$ cat src/rtl/frame_serializer_pkg.sv
// Shared constants and types for the frame serializer.
package frame_serializer_pkg;

  // Default frame geometry: alien slots, bits per alien record, laser metadata bits.
  localparam int unsigned ObjLimit = 16;
  localparam int unsigned AlienW   = 35;
  localparam int unsigned LaserW   = 14;

  // Start-of-frame marker, first byte of every packet.
  localparam logic [7:0] Sof = 8'hA5;

  typedef enum logic [2:0] {
    StIdle,
    StHdr,
    StSeq,
    StLen,
    StPayload,
    StCsum
  } state_e;

  // Number of bytes needed to carry a given number of bits.
  function automatic int unsigned bytes_for(input int unsigned bits);
    return (bits + 32'd7) / 32'd8;
  endfunction

endpackage

$ cat src/rtl/frame_serializer.sv
// Captures a parallel game frame and streams it as a byte packet:
// SOF, sequence number, length, payload (LSB first), XOR checksum.
module frame_serializer
  import frame_serializer_pkg::*;
#(
  parameter int unsigned OBJ_LIMIT = ObjLimit,
  parameter int unsigned ALIEN_W   = AlienW,
  parameter int unsigned LASER_W   = LaserW,
  localparam int unsigned FRAME_W  = OBJ_LIMIT * ALIEN_W + LASER_W,
  localparam int unsigned NBYTES   = bytes_for(FRAME_W)
) (
  input  logic               clk,
  input  logic               rst,
  input  logic               en,
  input  logic               frame_load,
  input  logic [FRAME_W-1:0] frame_data,
  output logic [7:0]         tx_data,
  output logic               tx_valid,
  input  logic               tx_ready,
  output logic               busy,
  output logic               overrun,
  output logic [7:0]         seq_num
);

  localparam int unsigned PadW = NBYTES * 8;
  localparam int unsigned IdxW = (NBYTES > 1) ? $clog2(NBYTES) : 1;

  state_e            r_state;
  state_e            w_state_next;
  logic [PadW-1:0]   r_frame;
  logic [IdxW-1:0]   r_idx;
  logic [7:0]        r_csum;
  logic [7:0]        r_seq;
  logic              r_overrun;

  logic              w_xfer;
  logic              w_capture;
  logic              w_drop;
  logic              w_last;
  logic [PadW-1:0]   w_shift;
  logic [7:0]        w_byte;

  assign w_xfer    = tx_valid & tx_ready;
  assign w_capture = frame_load & en & (r_state == StIdle);
  // CSUM counts as busy, so a load in its transfer cycle lands here too.
  assign w_drop    = frame_load & en & (r_state != StIdle);
  assign w_last    = (r_idx == IdxW'(NBYTES - 1));

  // Current payload byte: shift the captured (zero-padded) frame by the byte index.
  assign w_shift   = r_frame >> {r_idx, 3'b000};
  assign w_byte    = w_shift[7:0];

  assign overrun   = r_overrun;
  assign seq_num   = r_seq;

  // State register.
  always_ff @(posedge clk) begin
    if (!rst) begin
      r_state <= StIdle;
    end else begin
      r_state <= w_state_next;
    end
  end

  // Next-state logic: every non-idle state advances only on a transfer.
  always_comb begin
    w_state_next = r_state;
    unique case (r_state)
      StIdle:    if (w_capture) w_state_next = StHdr;
      StHdr:     if (w_xfer) w_state_next = StSeq;
      StSeq:     if (w_xfer) w_state_next = StLen;
      StLen:     if (w_xfer) w_state_next = StPayload;
      StPayload: if (w_xfer && w_last) w_state_next = StCsum;
      StCsum:    if (w_xfer) w_state_next = StIdle;
      default:   w_state_next = StIdle;
    endcase
  end

  // Output decode from the current state.
  always_comb begin
    tx_data  = 8'h00;
    tx_valid = (r_state != StIdle);
    busy     = (r_state != StIdle);
    unique case (r_state)
      StIdle:    tx_data = 8'h00;
      StHdr:     tx_data = Sof;
      StSeq:     tx_data = r_seq;
      StLen:     tx_data = 8'(NBYTES);
      StPayload: tx_data = w_byte;
      StCsum:    tx_data = r_csum;
      default:   tx_data = 8'h00;
    endcase
  end

  // Datapath: frame capture, sequence count, payload index, checksum, sticky overrun.
  always_ff @(posedge clk) begin
    if (!rst) begin
      r_frame   <= '0;
      r_idx     <= '0;
      r_csum    <= 8'h00;
      r_seq     <= 8'h00;
      r_overrun <= 1'b0;
    end else begin
      if (w_capture) begin
        r_frame <= PadW'(frame_data);
        r_seq   <= r_seq + 8'd1;
        r_csum  <= 8'h00;
        r_idx   <= '0;
      end
      if (w_drop) begin
        r_overrun <= 1'b1;
      end
      if (w_xfer && (r_state == StPayload)) begin
        r_csum <= r_csum ^ w_byte;
        r_idx  <= w_last ? '0 : r_idx + IdxW'(1);
      end
    end
  end

endmodule

$ cat config.mk
export PLATFORM = sky130hd
export DESIGN_NAME = frame_serializer
export DESIGN_NICKNAME = d
export VERILOG_FILES = /design/src/rtl/frame_serializer_pkg.sv /design/src/rtl/frame_serializer.sv
export SDC_FILE = /design/constraint.sdc
export NUM_CORES = 1
export LEC_CHECK = 0
export BUFFER_PORTS_ARGS = -buffer_cell sky130_fd_sc_hd__buf_4
export CAP_MARGIN = 20
export CORE_MARGIN = 5
export CORE_UTILIZATION = 43
export CTS_BUF_LIST = sky130_fd_sc_hd__clkbuf_4 sky130_fd_sc_hd__clkbuf_8
export CTS_CLUSTER_DIAMETER = 120
export DETAILED_ROUTE_END_ITERATION = 6
export HOLD_SLACK_MARGIN = 0.02
export MAX_ROUTING_LAYER = met4
export PLACE_DENSITY = 0.65
export RECOVER_POWER = 50
export SLEW_MARGIN = 15
export SYNTH_ARGS = -nofsm -noshare
export SYNTH_HDL_FRONTEND = slang
export SYNTH_SLANG_ARGS = --single-unit
$ cat constraint.sdc
create_clock -name clk -period 3.1 [get_ports clk]
set_clock_uncertainty 0.1 [all_clocks]
set_input_delay 0.155 -clock clk [delete_from_list [all_inputs] [get_ports clk]]
set_output_delay 0.155 -clock clk [all_outputs]
set_load 0.01 [all_outputs]
# Word-level counts from Yosys, hierarchy flattened
# Cells that the tools add are included.
# classes
add_sub_neg	2
eq_ne	12
shifts	1
n_mux	13
bitwise	5
n_reduce_logical	6
# op_table
operator	count
574-bit by 10-bit >> shifter with 8-bit output	1
8-bit case mux with 5 select lines	1
7-bit 2-to-1 mux	3
3-bit 2-to-1 mux	6
3-bit case mux with 6 select lines	1
8-bit 2-to-1 mux	2
2-bit inequality test, second input constant	6
8-bit by 1-bit adder with 8-bit output, second input constant	1
8-bit bitwise XOR	1
7-bit by 1-bit adder with 7-bit output, second input constant	1
7-bit == test, second input constant	1
3-bit by 2-bit == test with 1-bit output, second input constant	2
3-bit == test, second input constant	2
6-bit AND reduction	1
1-bit AND	4
3-bit by 1-bit == test with 1-bit output, second input constant	1
3-bit zero test	1
3-bit nonzero test	1
1-bit logical AND	2
2-bit nonzero test	1
# word_totals
register_bits	601
inputBits	579
out_inout_bits	19
wordCells	45

# Longest topological paths before layout
# depth
depth_word	5
mapped_depth	12
mapped_depth_nobuf	8

# Worst setup path before layout
# No wires, ideal clock.
# synth_path
kind	reg2out
start	reg r_idx[0]
end	out tx_data[1]
t_arrival_ns	2.079
required_ns	2.845
slack_ns	0.766
stages_incl_launch_ff	9
path_buffers	4
path_cell_list	dfxtp_1 -> buf_6 -> buf_12 -> buf_4 -> buf_2 -> mux4_2 -> mux2_2 -> a221oi_1 -> a22oi_1
# synth_between
elab_chain_cells	2
# synth_lines
element	line	text
start, declared	frame_serializer.sv:31	logic [IdxW-1:0] r_idx;
start signal, assigned	frame_serializer.sv:115	r_idx <= w_last ? '0 : r_idx + IdxW'(1);
574-bit by 10-bit >> shifter with 8-bit output	frame_serializer.sv:50	assign w_shift = r_frame >> {r_idx, 3'b000};
8-bit case mux with 5 select lines	frame_serializer.sv:84	unique case (r_state)
end, declared	frame_serializer.sv:17	output logic [7:0] tx_data,
# Every way passes these cells.

# Worst setup path after layout
# layout_path
start	reg r_idx[0]
end	out tx_data[0]
# Same word-level chain as after synthesis.

==> qor.yml <==
drtAntennaViolNets: 0
viasPerCell: 5.27
dp_hpwl_microns: 71700
netlist_area_sq_um: 27600
hold_viol_final: 0
slew_headroom: 0.353
synth_mux_area_frac: 0.119
clkPwrFrac: 0.399
ys_warn_count: 0
clkTransAtPathRegs_ns: 0.06
vias: 28400
die_y_microns: 263
fin_tns_setup_ns: -5.19
crit_path_max_fanout: 9
yosysTopAreaCell: "dfxtp_1"
critPathCaptureType: "primary output"
p_sw_w: 0.00492
core_area_sq_um: 64000
synthFlopType: "dfxtp_1"
start_kind: "register"
peakVddDrop_mv: 0.293
setup-violations-final: 41
wl_microns: 110000
drtPass1Iterations: 7
drv_slew: 0
die_area_sq_um: 69400
die_x_microns: 263
grt_overflow: 0
grt_use_total: 0.312
ys_ff_latch: 601
worstMarginPinSlew_ns: 0.967
p_per_area_nw_per_um2: 441
grt_pass1_vias: 29200
hp-class: "input pin to register"
drc: 2
grt_setup_unrepaired: "true"
clock_latency_ns: 0.72
period_minus_slack_ns: 3.46
synth-compound-area-share: 0.203
ioPinCount: 598
synth_fp_nets: 3790
yosysTopAreaCellShare: 0.435
crit_arrival_ns: 3.20
hold_depth: 4
h-tree-depth: 3
start_util: 0.432
status: "finished, violations left"
yosys.cell_types.count: 65
p_int_w: 0.0140
pwr-share-seq: 0.443
fin_nets: 5029
globalplace.congestion: 0.900
timing.final.crit_share: 1.11
cts_num_sinks: 601
whs_ns: 0.108
clock_path_buffers: 3
dr.first_iter.drc_count: 2398
synth_fa_ha_area_frac: 0.000906
power.leakage_nw: 16.5
avgSynthCellArea_sq_um: 8.61
clock-root-buffer: "clkbuf_8"
numCtsBuffers: 103
synth_area_leaders: "dfxtp_1 44%, nand2_1 16%, a21boi_0 16%, mux2i_1 5.4%, mux4_2 4.0%"
grt_max_degree: 131
drv_cap: 0
yosys.area_share.xor_xnor: 0.00254
critPathKind: "register to primary output"
r2r_cells: 9
fmax_mhz: 289
area_delta_synth_final_pct: 55.1
routedWlPerCell_microns: 20.5
fin_ws_ns: -0.355
violations: "DRC, setup timing"
drive_above_1_share: 0.235
synth-seq-area-share: 0.435
num_rows: 93
antenna_found_initial: 5
synthCells: 3209
power_frac_comb: 0.158
p_sw_frac: 0.260
io_buffers: 597
async_flop_share: 0
synth_top_family_by_area: "compound AO/OA/AOI/OAI gates"
synth_edf_count: 0
synthSimpleGateAreaFrac: 0.192
critPathRequiredTime_ns: 2.84
grt_pass1_wl_microns: 168000
cts_tree: "done"
-- routing by layer --
metal	up-vias	track usage	routed length, microns
li1	13400	-	-
met2	1120	0.499	52700
met5	-	-	0
met3	345	0.0510	6160
met1	13500	0.381	45400
met4	0	0.162	6310
-- synth_stat cells (all sizes together) (7+ instances only) --
cell    count
buf       102
o22ai      28
nor2b      19
clkbuf    159
mux2i     149
nand2b     11
a21oi      23
and2       12
mux4       74
nand2    1203
a21boi    577
a22oi      57
dfxtp     601
nor2       20
nand3      39
o21ai      38
a22o        7
-- path summary, 6_finish.rpt --
kind	slack (ns)	end	from
setup reg to reg	-0.18	r_frame[212]$_SDFFE_PN0P_	r_state[1]$_SDFFE_PN0P_
setup / recovery	-0.36	tx_data[0]	r_idx[0]$_SDFFE_PN0P_
hold / removal	0.11	seq_num[0]$_SDFFE_PN0P_	frame_load
hold reg to reg	0.36	r_frame[371]$_SDFFE_PN0P_	r_frame[371]$_SDFFE_PN0P_
-- worst max-delay path: stages, from the launching register on --
cell     delay [ns]
dfxtp_4        0.39
buf_6          0.15
buf_12         0.13
buf_16         0.14
mux4_2         0.40
o22ai_4        0.10
nor4_4         0.28
buf_4          0.19
nor2b_2        0.06
o41ai_4        0.44
buf_4          0.20
-- area by class of cell --
type / count / area, sq um
clock buffer: 162 / 2030
inverter: 3 / 11.3
sequential: 601 / 12000
multi-input combinational: 2343 / 14800
antenna: 5 / 12.5
tap: 855 / 1070
clock inverter: 15 / 125
fill: 4948 / 21100
timing repair buffer: 1396 / 12700
-- per-stage QoR --
step           std cells  power (W)   util  cell area (sq um)  worst slack [ns]
5_1_grt             5380     0.0196  0.670              42900            -0.439
6_report            5380     0.0189  0.670              42900            -0.355
2_1_floorplan       3209    0.00954      -              27600             0.766
3_5_place_dp        4504     0.0107  0.518              33200            -0.474
4_1_cts             5351     0.0189  0.664              42500            -0.339
3_3_place_gp        4504     0.0107  0.518              33200            -0.452
-- cells by family after synthesis --
family,Yosys count
AOI/OAI and AO/OA,765
adders and majority gates,2
xor gates and xnor gates,8
and+or+nand+nor,1341
muxes,227
buffers and inverters,265
DFF,601
-- flip-flops by register name (all words and copies together) (netlist names) --
register and cells:
r_state 3, overrun 1, r_idx 7, r_frame 574, seq_num 8, r_csum 8
-- power by group through the flow --
stage                     Combinational, W  Sequential, W  Clock, W
after floorplan                    0.00110        0.00844         0
after global placement             0.00220        0.00853         0
after detailed placement           0.00221        0.00853         0
after CTS                          0.00290        0.00837   0.00762
after global routing               0.00320        0.00841   0.00798
final                              0.00298        0.00838   0.00754
-- cell usage in the layout (no fill, tap or decap), types with 5 or more instances in the layout --
| cell | count |
|---|---|
| nand2_1 | 1193 |
| buf_4 | 655 |
| dlygate4sd3_1 | 650 |
| dfxtp_1 | 595 |
| a21boi_0 | 577 |
| mux2i_1 | 145 |
| clkbuf_8 | 130 |
| mux4_2 | 59 |
| a22oi_1 | 50 |
| buf_12 | 37 |
| nand3_1 | 35 |
| clkbuf_4 | 35 |
| o21ai_0 | 28 |
| a21oi_1 | 22 |
| clkbuf_1 | 20 |
| nor2_1 | 19 |
| o22ai_2 | 16 |
| nor2b_1 | 14 |
| mux4_1 | 14 |
| buf_6 | 11 |
| nand2b_1 | 10 |
| nand2_2 | 9 |
| o22ai_1 | 8 |
| and2_1 | 8 |
| clkinv_2 | 8 |
| a22oi_2 | 7 |
| buf_8 | 7 |
| a22o_1 | 6 |
| nor3_1 | 6 |
| xnor2_1 | 6 |
| diode_2 | 5 |
| nor2b_2 | 5 |
| o211ai_1 | 5 |
| nand4_1 | 5 |
| and3_1 | 5 |
-- timing repair --
| item | 4_1_cts | 5_1_grt |
|---|---|---|
| hold buffers | 650 | 0 |
| gates cloned | 3 | 4 |
| hold endpoints to repair | 589 | 0 |
| pin swaps | 12 | 16 |
| buffers inserted | 18 | 21 |
| setup endpoints to repair | 8 | 8 |
| gates resized for setup | 106 | 55 |
Power figures use the tool's default switching activity.
